## src/rtl/user_proj_counter_bank_if.sv

```systemverilog
// Wishbone classic slave bundle for the counter bank; the master side drives
// the request, the slave returns ack and registered read data.
interface user_proj_counter_bank_if;
  logic        wbs_cyc_i;
  logic        wbs_stb_i;
  logic        wbs_we_i;
  logic [3:0]  wbs_sel_i;
  logic [31:0] wbs_adr_i;
  logic [31:0] wbs_dat_i;
  logic        wbs_ack_o;
  logic [31:0] wbs_dat_o;

  modport master (
    output wbs_cyc_i, wbs_stb_i, wbs_we_i, wbs_sel_i, wbs_adr_i, wbs_dat_i,
    input  wbs_ack_o, wbs_dat_o
  );

  modport slave (
    input  wbs_cyc_i, wbs_stb_i, wbs_we_i, wbs_sel_i, wbs_adr_i, wbs_dat_i,
    output wbs_ack_o, wbs_dat_o
  );
endinterface

```

## src/rtl/user_proj_counter_bank.sv

```systemverilog
// NUM_CH-channel Wishbone up/down counter bank with compare match, auto-reload,
// W1C status and a registered interrupt; channel 0 is mirrored to pads and LA.
module user_proj_counter_bank #(
  parameter int          NUM_CH  = 4,
  parameter int          WIDTH   = 16,
  parameter int          IO_BITS = 16,
  parameter logic [7:0]  ADDR_HI = 8'h30
) (
  input  logic                 wb_clk_i,
  input  logic                 wb_rst_i,
  user_proj_counter_bank_if.slave wbs,
  input  logic [127:0]         la_data_in,
  input  logic [127:0]         la_oenb,
  output logic [127:0]         la_data_out,
  input  logic [IO_BITS-1:0]   io_in,
  output logic [IO_BITS-1:0]   io_out,
  output logic [IO_BITS-1:0]   io_oeb,
  output logic [2:0]           irq
);

  localparam logic [WIDTH-1:0] ONE = WIDTH'(1);
  localparam logic [31:0] ID_VAL = {8'hC0, 8'(NUM_CH), 8'(WIDTH), 8'h01};

  function automatic logic [31:0] byte_merge(input logic [31:0] old_val,
                                             input logic [31:0] new_val,
                                             input logic [3:0]  be);
    logic [31:0] res;
    res = old_val;
    for (int b = 0; b < 4; b++) begin
      if (be[b]) res[8*b +: 8] = new_val[8*b +: 8];
    end
    return res;
  endfunction

  logic              r_ack;
  logic [31:0]       r_dat;
  logic              r_irq;
  logic [3:0]        r_ctrl  [NUM_CH];
  logic [WIDTH-1:0]  r_count [NUM_CH];
  logic [WIDTH-1:0]  r_cmp   [NUM_CH];
  logic [NUM_CH-1:0] r_status;

  logic              w_sel;
  logic              w_acc;
  logic              w_wr;
  logic [3:0]        w_ch_idx;
  logic [1:0]        w_off;
  logic              w_ch_hit;
  logic              w_stat_hit;
  logic              w_id_hit;
  logic              w_la_clr;
  logic              w_la_frz;
  logic [31:0]       w_rdata;
  logic [31:0]       w_w1c;
  logic [NUM_CH-1:0] w_match;
  logic [NUM_CH-1:0] w_ien;
  logic [NUM_CH-1:0] w_wr_ch;
  logic [NUM_CH-1:0] w_status_nxt;
  logic [3:0]        w_ctrl_nxt  [NUM_CH];
  logic [WIDTH-1:0]  w_count_nxt [NUM_CH];
  logic [WIDTH-1:0]  w_cmp_nxt   [NUM_CH];
  logic              w_unused;

  // An access is accepted once per ack: the cycle ack is high never starts another.
  assign w_sel    = wbs.wbs_cyc_i && wbs.wbs_stb_i && (wbs.wbs_adr_i[31:24] == ADDR_HI);
  assign w_acc    = w_sel && !r_ack;
  assign w_wr     = w_acc && wbs.wbs_we_i;
  assign w_ch_idx = wbs.wbs_adr_i[7:4];
  assign w_off    = wbs.wbs_adr_i[3:2];

  assign w_ch_hit   = (wbs.wbs_adr_i[23:8] == 16'h0000) && ({1'b0, w_ch_idx} < 5'(NUM_CH));
  assign w_stat_hit = (wbs.wbs_adr_i[23:8] == 16'h0001) && (wbs.wbs_adr_i[7:2] == 6'd0);
  assign w_id_hit   = (wbs.wbs_adr_i[23:8] == 16'h0001) && (wbs.wbs_adr_i[7:2] == 6'd1);

  assign w_la_clr = !la_oenb[65] && la_data_in[65];
  assign w_la_frz = !la_oenb[64] && la_data_in[64];

  always_comb begin
    w_rdata = '0;
    for (int n = 0; n < NUM_CH; n++) begin
      if (w_ch_hit && (w_ch_idx == 4'(n))) begin
        case (w_off)
          2'd0:    w_rdata = {28'd0, r_ctrl[n]};
          2'd1:    w_rdata = 32'(r_count[n]);
          2'd2:    w_rdata = 32'(r_cmp[n]);
          default: w_rdata = '0;
        endcase
      end
    end
    if (w_stat_hit) w_rdata = 32'(r_status);
    if (w_id_hit)   w_rdata = ID_VAL;
  end

  // Count priority: LA clear, bus write, freeze, disabled, reload on match, step.
  always_comb begin
    w_w1c   = (w_wr && w_stat_hit) ? byte_merge(32'd0, wbs.wbs_dat_i, wbs.wbs_sel_i) : 32'd0;
    w_match = '0;
    w_ien   = '0;
    w_wr_ch = '0;
    for (int n = 0; n < NUM_CH; n++) begin
      w_ien[n]   = r_ctrl[n][2];
      w_match[n] = r_ctrl[n][0] &&
                   (r_ctrl[n][1] ? (r_count[n] == '0) : (r_count[n] == r_cmp[n]));
      w_wr_ch[n] = w_wr && w_ch_hit && (w_ch_idx == 4'(n));

      w_ctrl_nxt[n] = r_ctrl[n];
      if (w_wr_ch[n] && (w_off == 2'd0) && wbs.wbs_sel_i[0])
        w_ctrl_nxt[n] = wbs.wbs_dat_i[3:0];

      w_cmp_nxt[n] = r_cmp[n];
      if (w_wr_ch[n] && (w_off == 2'd2))
        w_cmp_nxt[n] = WIDTH'(byte_merge(32'(r_cmp[n]), wbs.wbs_dat_i, wbs.wbs_sel_i));

      if (w_la_clr)
        w_count_nxt[n] = '0;
      else if (w_wr_ch[n] && (w_off == 2'd1))
        w_count_nxt[n] = WIDTH'(byte_merge(32'(r_count[n]), wbs.wbs_dat_i, wbs.wbs_sel_i));
      else if (w_la_frz || !r_ctrl[n][0])
        w_count_nxt[n] = r_count[n];
      else if (w_match[n] && r_ctrl[n][3])
        w_count_nxt[n] = r_ctrl[n][1] ? r_cmp[n] : '0;
      else if (r_ctrl[n][1])
        w_count_nxt[n] = r_count[n] - ONE;
      else
        w_count_nxt[n] = r_count[n] + ONE;
    end
    w_status_nxt = (r_status & ~w_w1c[NUM_CH-1:0]) | w_match;
  end

  always_ff @(posedge wb_clk_i or posedge wb_rst_i) begin
    if (wb_rst_i) begin
      r_ack    <= 1'b0;
      r_dat    <= '0;
      r_irq    <= 1'b0;
      r_status <= '0;
      for (int n = 0; n < NUM_CH; n++) begin
        r_ctrl[n]  <= '0;
        r_count[n] <= '0;
        r_cmp[n]   <= '1;
      end
    end else begin
      r_ack    <= w_acc;
      r_dat    <= w_acc ? w_rdata : 32'd0;
      r_status <= w_status_nxt;
      r_irq    <= |(r_status & w_ien);
      for (int n = 0; n < NUM_CH; n++) begin
        r_ctrl[n]  <= w_ctrl_nxt[n];
        r_count[n] <= w_count_nxt[n];
        r_cmp[n]   <= w_cmp_nxt[n];
      end
    end
  end

  assign wbs.wbs_ack_o = r_ack;
  assign wbs.wbs_dat_o = r_dat;
  assign irq           = {2'b00, r_irq};
  assign io_out        = IO_BITS'(r_count[0]);
  assign io_oeb        = {IO_BITS{wb_rst_i}};
  assign la_data_out   = {80'd0, 16'(r_status), 32'(r_count[0])};

  assign w_unused = &{1'b0, io_in, la_data_in[127:66], la_data_in[63:0],
                      la_oenb[127:66], la_oenb[63:0], wbs.wbs_adr_i[1:0]};

endmodule

```

## src/flat_wrapper.sv

```systemverilog
// flat-port wrapper written by rule: the top's interface ports become plain ports
module user_proj_counter_bank_flat 
#(
  parameter int          NUM_CH  = 4,
  parameter int          WIDTH   = 16,
  parameter int          IO_BITS = 16,
  parameter logic [7:0]  ADDR_HI = 8'h30
)
  (wb_clk_i, wb_rst_i, la_data_in, la_oenb, la_data_out, io_in, io_out, io_oeb, irq, wbs_wbs_cyc_i, wbs_wbs_stb_i, wbs_wbs_we_i, wbs_wbs_sel_i, wbs_wbs_adr_i, wbs_wbs_dat_i, wbs_wbs_ack_o, wbs_wbs_dat_o);
  user_proj_counter_bank_if wbs_i ();
  input  logic wb_clk_i;
  input  logic wb_rst_i;
  input  logic [127:0] la_data_in;
  input  logic [127:0] la_oenb;
  output logic [127:0] la_data_out;
  input  logic [IO_BITS-1:0] io_in;
  output logic [IO_BITS-1:0] io_out;
  output logic [IO_BITS-1:0] io_oeb;
  output logic [2:0] irq;
  input wire logic [$bits(wbs_i.wbs_cyc_i)-1:0] wbs_wbs_cyc_i;
  input wire logic [$bits(wbs_i.wbs_stb_i)-1:0] wbs_wbs_stb_i;
  input wire logic [$bits(wbs_i.wbs_we_i)-1:0] wbs_wbs_we_i;
  input wire logic [$bits(wbs_i.wbs_sel_i)-1:0] wbs_wbs_sel_i;
  input wire logic [$bits(wbs_i.wbs_adr_i)-1:0] wbs_wbs_adr_i;
  input wire logic [$bits(wbs_i.wbs_dat_i)-1:0] wbs_wbs_dat_i;
  output wire logic [$bits(wbs_i.wbs_ack_o)-1:0] wbs_wbs_ack_o;
  output wire logic [$bits(wbs_i.wbs_dat_o)-1:0] wbs_wbs_dat_o;
  assign wbs_i.wbs_cyc_i = wbs_wbs_cyc_i;
  assign wbs_i.wbs_stb_i = wbs_wbs_stb_i;
  assign wbs_i.wbs_we_i = wbs_wbs_we_i;
  assign wbs_i.wbs_sel_i = wbs_wbs_sel_i;
  assign wbs_i.wbs_adr_i = wbs_wbs_adr_i;
  assign wbs_i.wbs_dat_i = wbs_wbs_dat_i;
  assign wbs_wbs_ack_o = wbs_i.wbs_ack_o;
  assign wbs_wbs_dat_o = wbs_i.wbs_dat_o;
  user_proj_counter_bank #(.NUM_CH(NUM_CH), .WIDTH(WIDTH), .IO_BITS(IO_BITS), .ADDR_HI(ADDR_HI)) u_core (.wb_clk_i(wb_clk_i), .wb_rst_i(wb_rst_i), .wbs(wbs_i), .la_data_in(la_data_in), .la_oenb(la_oenb), .la_data_out(la_data_out), .io_in(io_in), .io_out(io_out), .io_oeb(io_oeb), .irq(irq));
endmodule
```

## config.mk

```make
export PLATFORM = sky130hd
export DESIGN_NAME = user_proj_counter_bank_flat
export DESIGN_NICKNAME = d
export VERILOG_FILES = /design/src/rtl/user_proj_counter_bank_if.sv /design/src/rtl/user_proj_counter_bank.sv /design/src/flat_wrapper.sv
export SDC_FILE = /design/constraint.sdc
export NUM_CORES = 1
export LEC_CHECK = 0
export BUFFER_PORTS_ARGS = -buffer_cell sky130_fd_sc_hd__clkbuf_2
export CAP_MARGIN = 20
export CORE_AREA = 2 2 210 212
export CTS_BUF_LIST = sky130_fd_sc_hd__clkbuf_8
export CTS_CLUSTER_SIZE = 20
export DETAILED_ROUTE_END_ITERATION = 12
export DIE_AREA = 0 0 212 214
export GPL_TIMING_DRIVEN = 0
export PLACE_DENSITY = 0.69
export SYNTH_ARGS = -nofsm -noshare
export SYNTH_HDL_FRONTEND = slang
export SYNTH_SLANG_ARGS = --single-unit
```

## constraint.sdc

```tcl
create_clock -name wb_clk_i -period 11.33 [get_ports wb_clk_i]
set_input_delay 0.5665 -clock wb_clk_i [delete_from_list [all_inputs] [get_ports wb_clk_i]]
set_output_delay 0.5665 -clock wb_clk_i [all_outputs]
set_load 0.005 [all_outputs]
```

* Word level (Yosys, flattened, before mapping) *
Index checks and enable logic that the tools add are counted.

storage, ports and cells
  logic and storage cells = 183
  flip-flop bits (word level) = 182
  input bits = 345
  output and inout bits = 196

cells by class
  add/sub/neg operators = 8
  eq/ne operators = 24
  reductions and logical operators = 79
  bitwise operators = 4
  magnitude comparators = 1
  multiplexer cells = 43

operator list
  operator                                                                      count
  16-bit 2-to-1 mux                                                             25
  32-bit 2-to-1 mux                                                             6
  16-bit case mux with 3 select lines                                           4
  16-bit zero test                                                              5
  16-bit by 1-bit adder with 16-bit output, second input constant               4
  16-bit equality test                                                          4
  16-bit by 1-bit subtractor with 16-bit output, second input constant          4
  1-bit logical AND                                                             43
  2-bit AND reduction                                                           16
  3-bit by 2-bit inequality test with 1-bit output, second input constant       8
  16-bit by 1-bit equality test with 1-bit output, second input constant        1
  8-bit 2-to-1 mux                                                              2
  3-bit by 1-bit inequality test with 1-bit output, second input constant       4
  4-bit AND                                                                     2
  4-bit by 2-bit equality test with 1-bit output, second input constant         2
  8-bit by 6-bit equality test with 1-bit output, second input constant         1
  4-bit 2-to-1 mux                                                              2
  1-bit zero test                                                               7
  6-bit by 1-bit equality test with 1-bit output, second input constant         1
  6-bit zero test                                                               1
  4-bit by 1-bit equality test with 1-bit output, second input constant         1
  4-bit zero test                                                               1
  1-bit logical OR                                                              4
  4-bit by 3-bit less-than comparator with 1-bit output, second input constant  1
  other kinds (7)                                                               10

* Depth between registers and ports, before layout *
  depth in word-level cells = 10
  depth in mapped cells = 13
  depth with buffers taken out = 11

* Worst setup path before layout *
OpenSTA, ideal clock, no wires.

  path kind = flip-flop to flip-flop
  start = register u_core.r_ctrl[9] in the netlist's numbering
  end = register u_core.r_count[47] in the netlist's numbering
  data arrival time = 2.740 ns
  required time = 11.189 ns
  clock period less this slack = 2.881 ns
  stages on the path, launching flop included = 11
  slack = 8.449 ns
  path buffers = 0
  setup time = 0.141 ns
  path through = dfrtp_1 > ha_1 > nand2_1 > o21ai_0 > a311oi_1 > or4_1 > nor4b_1 > nor3_1 > mux2_1 > o211ai_1 > o311ai_1

between the ends
  cells in the longest elaborated chain, start to end = 7
  elaborated cells between the ends (all ways) = 9
  those cells by class = mux: 7; reduce/logical: 2

ends and longest elaborated chain
  what                               RTL line                       text
  from (decl)                        user_proj_counter_bank.sv:38   logic [3:0] r_ctrl [NUM_CH];
  from (signal, indexed assignment)  user_proj_counter_bank.sv:147  r_ctrl[n] <= w_ctrl_nxt[n];
  1-bit 2-to-1 mux                   user_proj_counter_bank.sv:103  (r_ctrl[n][1] ? (r_count[n] == '0) : (r_count[n] == r_cmp[n]));
  1-bit logical AND                  user_proj_counter_bank.sv:102  w_match[n] = r_ctrl[n][0] &&
  1-bit logical AND                  user_proj_counter_bank.sv:120  else if (w_match[n] && r_ctrl[n][3])
  16-bit 2-to-1 mux *                user_proj_counter_bank.sv:120
  16-bit 2-to-1 mux *                user_proj_counter_bank.sv:118  else if (w_la_frz || !r_ctrl[n][0])
  16-bit 2-to-1 mux *                user_proj_counter_bank.sv:116  else if (w_wr_ch[n] && (w_off == 2'd1))
  16-bit 2-to-1 mux *                user_proj_counter_bank.sv:114  if (w_la_clr)
  to (signal, indexed assignment)    user_proj_counter_bank.sv:148  r_count[n] <= w_count_nxt[n];
  to (decl)                          user_proj_counter_bank.sv:39   logic [WIDTH-1:0] r_count [NUM_CH];

Every way passes the cells marked *; elsewhere a longest branch is shown, timed or not. The select of a mux whose other input is x is not followed.
A chain may end at the register's enable or synchronous reset.

* Worst setup path after layout *
  start = register u_core.r_ctrl[1] in the netlist's numbering
  end = register u_core.r_count[12] in the netlist's numbering

The elaborated chain is that of the path after synthesis.

==> run summary <==
The largest clock skew in the final design came out at 27.13 ps. The xor-xnor portion of the synthesized cell area is 0.06833. The final total negative setup slack came out at 0 ps. The ratio of cells with drive above 1 in the final layout is 0.2742.

In the global route stage, overall resource usage came out at 0.2148. After detailed routing, no signal wire sits above met4. The maximum achievable frequency came out at 0.2801 GHz. A synthesized cell averages 8.684 um^2. In the layout the commonest cells are buf_4, nand2_1, clkbuf_2. The number of port buffers is 125. The area growth from synthesis to layout is 15.89%.

The gate count after technology mapping came out at 1609. Traced cell by cell, the critical path runs through buf_2 > buf_2 > inv_1 > fa_1 > nor2b_1 > o21ai_1 > a21oi_1 > o311ai_1 > nand2_1 > o41ai_1 > xnor2_1 > a211oi_1 > o31ai_1. The area share of the largest cell type after synthesis came out at 0.1845.

The first-pass iteration count of the detailed router is 6. After layout, the design draws a total of 1.514 mW. Setup repair after global routing left no endpoint under its margin. In this run the worst path has a maximum fanout of 18. The flow ran to the end, and the final reports show no timing, DRC or antenna violations. Detailed routing inserted a total of 13161 vias.

The normalized max-slew margin is 0.2542. The endpoint required time on the critical path came out at 11750 ps. The residual overflow from global routing is 0. The count of pins over their slew limit was 0. The slowest stage of the critical path is the dfrtp_1 cell.

The post-route antenna net violation count came out at 0. In this run, synthesis produced a sequential element count of 167. The portion of the post-synthesis area used by sequential elements is 0.3048.

The ratio of total power to cell area is 93.51 nW/um^2. The number of global-route vias before repair is 12447. The number of different library cells in the post-synthesis netlist came out at 82.

TritonCTS built the clock tree. The tree built by TritonCTS fans out to 167 sinks. The number of setup buffers added after CTS is 0. The floorplan has 76 rows. By area, the combinational part of the netlist is dominated by compound AO/OA/AOI/OAI gates.

Leaving out fill and tap cells, the most frequent cell in the layout is buf_4. At the pin with the least slew margin, the transition time is 1116 ps. For this design, the CTS-stage hold fixing added 0 buffers. The weighted congestion reported at the end of routability-driven placement came out at 1.023. The first global-routing pass estimated 74840 um of wire. The final critical-path required period is 3570 ps. Summed over all nets, wire length on met3 after detailed routing comes to 4678 um. The portion of netlist area occupied by mux cells is 0.08758. The worst setup path is captured at a flip-flop.

The arithmetic-cell share of the synthesized area counting full adders, half adders and majority gates is 0.05588. By instance count, the cell type seen most on the critical path is buf_2. The simple logic cell fraction of the synthesized area came out at 0.1560. The setup path with the least slack is of type flip-flop to flip-flop. The analysis attributes to cell leakage a power of 7.594 nW. The synthesized design spends more area on one cell type than any other, namely dfrtp_1.

In this run the worst hold path is classified as input pin to async pin. The final cycle utilization of the critical path is 0.3151. The final wirelength is 49640 um. In the final routed layout, each cell accounts on average for 20.06 um. In this run the cell area of the synthesized design comes to 13970 um^2.

The core area came out at 42890 um^2. The clock-pin transition on the worst setup and hold timing paths is 110 ps. The maximum count of clock buffers along a single path is 2. By area the synthesized netlist is led by dfrtp_1, dfstp_2, buf_4. From left edge to right edge, the die measures 212 um. The number of warning messages in the yosys log came out at 0. The final number of setup-violating endpoints is 0. The clock root buffer is clkbuf_8.

The vertical die dimension is 214 um. The proportion of synthesized flip-flops having asynchronous set or reset is 1.000. In the routed layout, each cell is associated on average with a via count of 5.318. On the worst path, the slowest cell contributes a delay of 820 ps. The arrival time of data at the critical path endpoint came out at 3990 ps. The initial core utilization came out at 0.3258. In the final design database the tool counted 2281 nets. The half-perimeter wire length of the detailed placement result came out at 37670 um. The complex-gate fraction of the synthesized area came to 0.2054. The number of clock buffers added by TritonCTS is 17. Pin placement for this block handled 541 I/O pins. The number of H-tree levels is 4. After detailed routing, the number of remaining DRC violations is 0. The die covers 45370 um^2.

The worst-case vdd ir drop is 0.05903 mV. The number of antenna violations at the first check in global routing is 2. The number of gates given a new drive strength after cts is 0. The type of origin of the critical path is a flip-flop. The number of max-capacitance violations reported is 0. The largest net degree at the start of global routing came out at 111. For this run, the leading register cell type out of synthesis is dfrtp_1. The source-to-sink clock delay at the later pin of the worst-skew pair is 510 ps. The total routed wire length on the met1 layer came out at 21400 um. The number of synthesized flops with an enable pin is 0.

The routed design uses 21250 um of met2 wire. The number of failing hold endpoints at the final stage came out at 0. The number of DRC markers in iteration 0 came out at 1148.
through the flow:
step | setup slack, ps | cells | instance area [um^2] | hold slack, ps | util
2_1_floorplan | 6351 | 1731 | 14430 | 475.7 | -
4_1_cts | 7816 | 2474 | 16190 | 304.7 | 0.3775
5_1_grt | 7522 | 2474 | 16190 | 355.3 | 0.3775
3_5_place_dp | 7592 | 2442 | 15820 | 530.9 | 0.3689
3_3_place_gp | 4234 | 2441 | 15790 | 514.1 | 0.3681
6_report | 7760 | 2475 | 16190 | 281.3 | 0.3776
cell usage after synthesis (28+ instances only):
cell	number
buf_4	174
nand2_1	135
nor2_1	116
dfrtp_1	103
a21oi_1	96
mux2_2	75
dfstp_2	64
xnor2_1	61
o21ai_0	57
ha_1	56
clkbuf_1	52
xor2_1	48
nand3_1	42
a22oi_1	40
o21ai_1	37
nor3_1	33
a31oi_1	30
a22o_1	28
layout make-up:
cell class	count	area (um^2)
sequential	167	4259
multi-input combinational	1291	8471
tap	585	732.0
clock buffer	18	247.7
antenna	1	2.502
timing repair buffer	126	653.1
fill	4399	26690
clock inverter	14	118.9
buffer	247	1603
inverter	26	105.1
flip-flops by register name (all words and copies together) (netlist names):
| signal | count |
|---|---|
| u_core.r_count | 48 |
| u_core.io_out | 16 |
| u_core.r_cmp | 64 |
| u_core.r_ctrl | 16 |
| u_core.r_irq | 1 |
| u_core.wbs.wbs_dat_o | 17 |
| u_core.wbs.wbs_ack_o | 1 |
| u_core.r_status | 4 |
path summary, 6_finish.rpt:
path,from,to,slack (ps),cells past startpoint
hold reg to reg,u_core.r_ctrl[10]$_DFFE_PP0P_,u_core.r_ctrl[10]$_DFFE_PP0P_,560,1
hold / removal,wb_rst_i,u_core.io_out[3]$_DFFE_PP0P_,280,2
setup / recovery,u_core.r_ctrl[1]$_DFFE_PP0P_,u_core.r_count[12]$_DFFE_PP0P_,7760,13
setup reg to reg,u_core.r_ctrl[1]$_DFFE_PP0P_,u_core.r_count[12]$_DFFE_PP0P_,7760,13
min in group wb_clk_i,wbs_wbs_dat_i[2],u_core.r_count[2]$_DFFE_PP0P_,540,3
max in group asynchronous,wb_rst_i,u_core.r_cmp[7]$_DFFE_PP1P_,10150,3
where the power goes:
| part | internal [mW] | total (mW) | switching [mW] |
|---|---|---|---|
| combinational | 0.188 | 0.397 | 0.209 |
| clock | 0.164 | 0.430 | 0.266 |
| sequential | 0.623 | 0.687 | 0.0646 |
cell families (layout without fill, tap and decap cells):
kind of cell	Yosys count	in the layout
compound gates	432	432
xor+xnor	109	109
fa+ha+maj	60	60
buf+inv	273	431
flops	167	167
mux	110	110
other cells	1	124
simple gates	457	457
per-layer routing:
metal | up-vias | GRT usage
li1 | 6081 | -
met1 | 6271 | 0.2949
met2 | 695 | 0.3204
met3 | 114 | 0.04530
met4 | 0 | 0.1009
met5 | - | 0
worst max-delay path, delay by kind of cell, from the launching register on:
family          cells  cell delay, ps
xor+xnor            1             250
compound gates      6            1030
flops               1             820
fa+ha+maj           1             410
buf+inv             3             720
simple gates        2             240
Note: power is estimated with default switching activity, not from simulation.
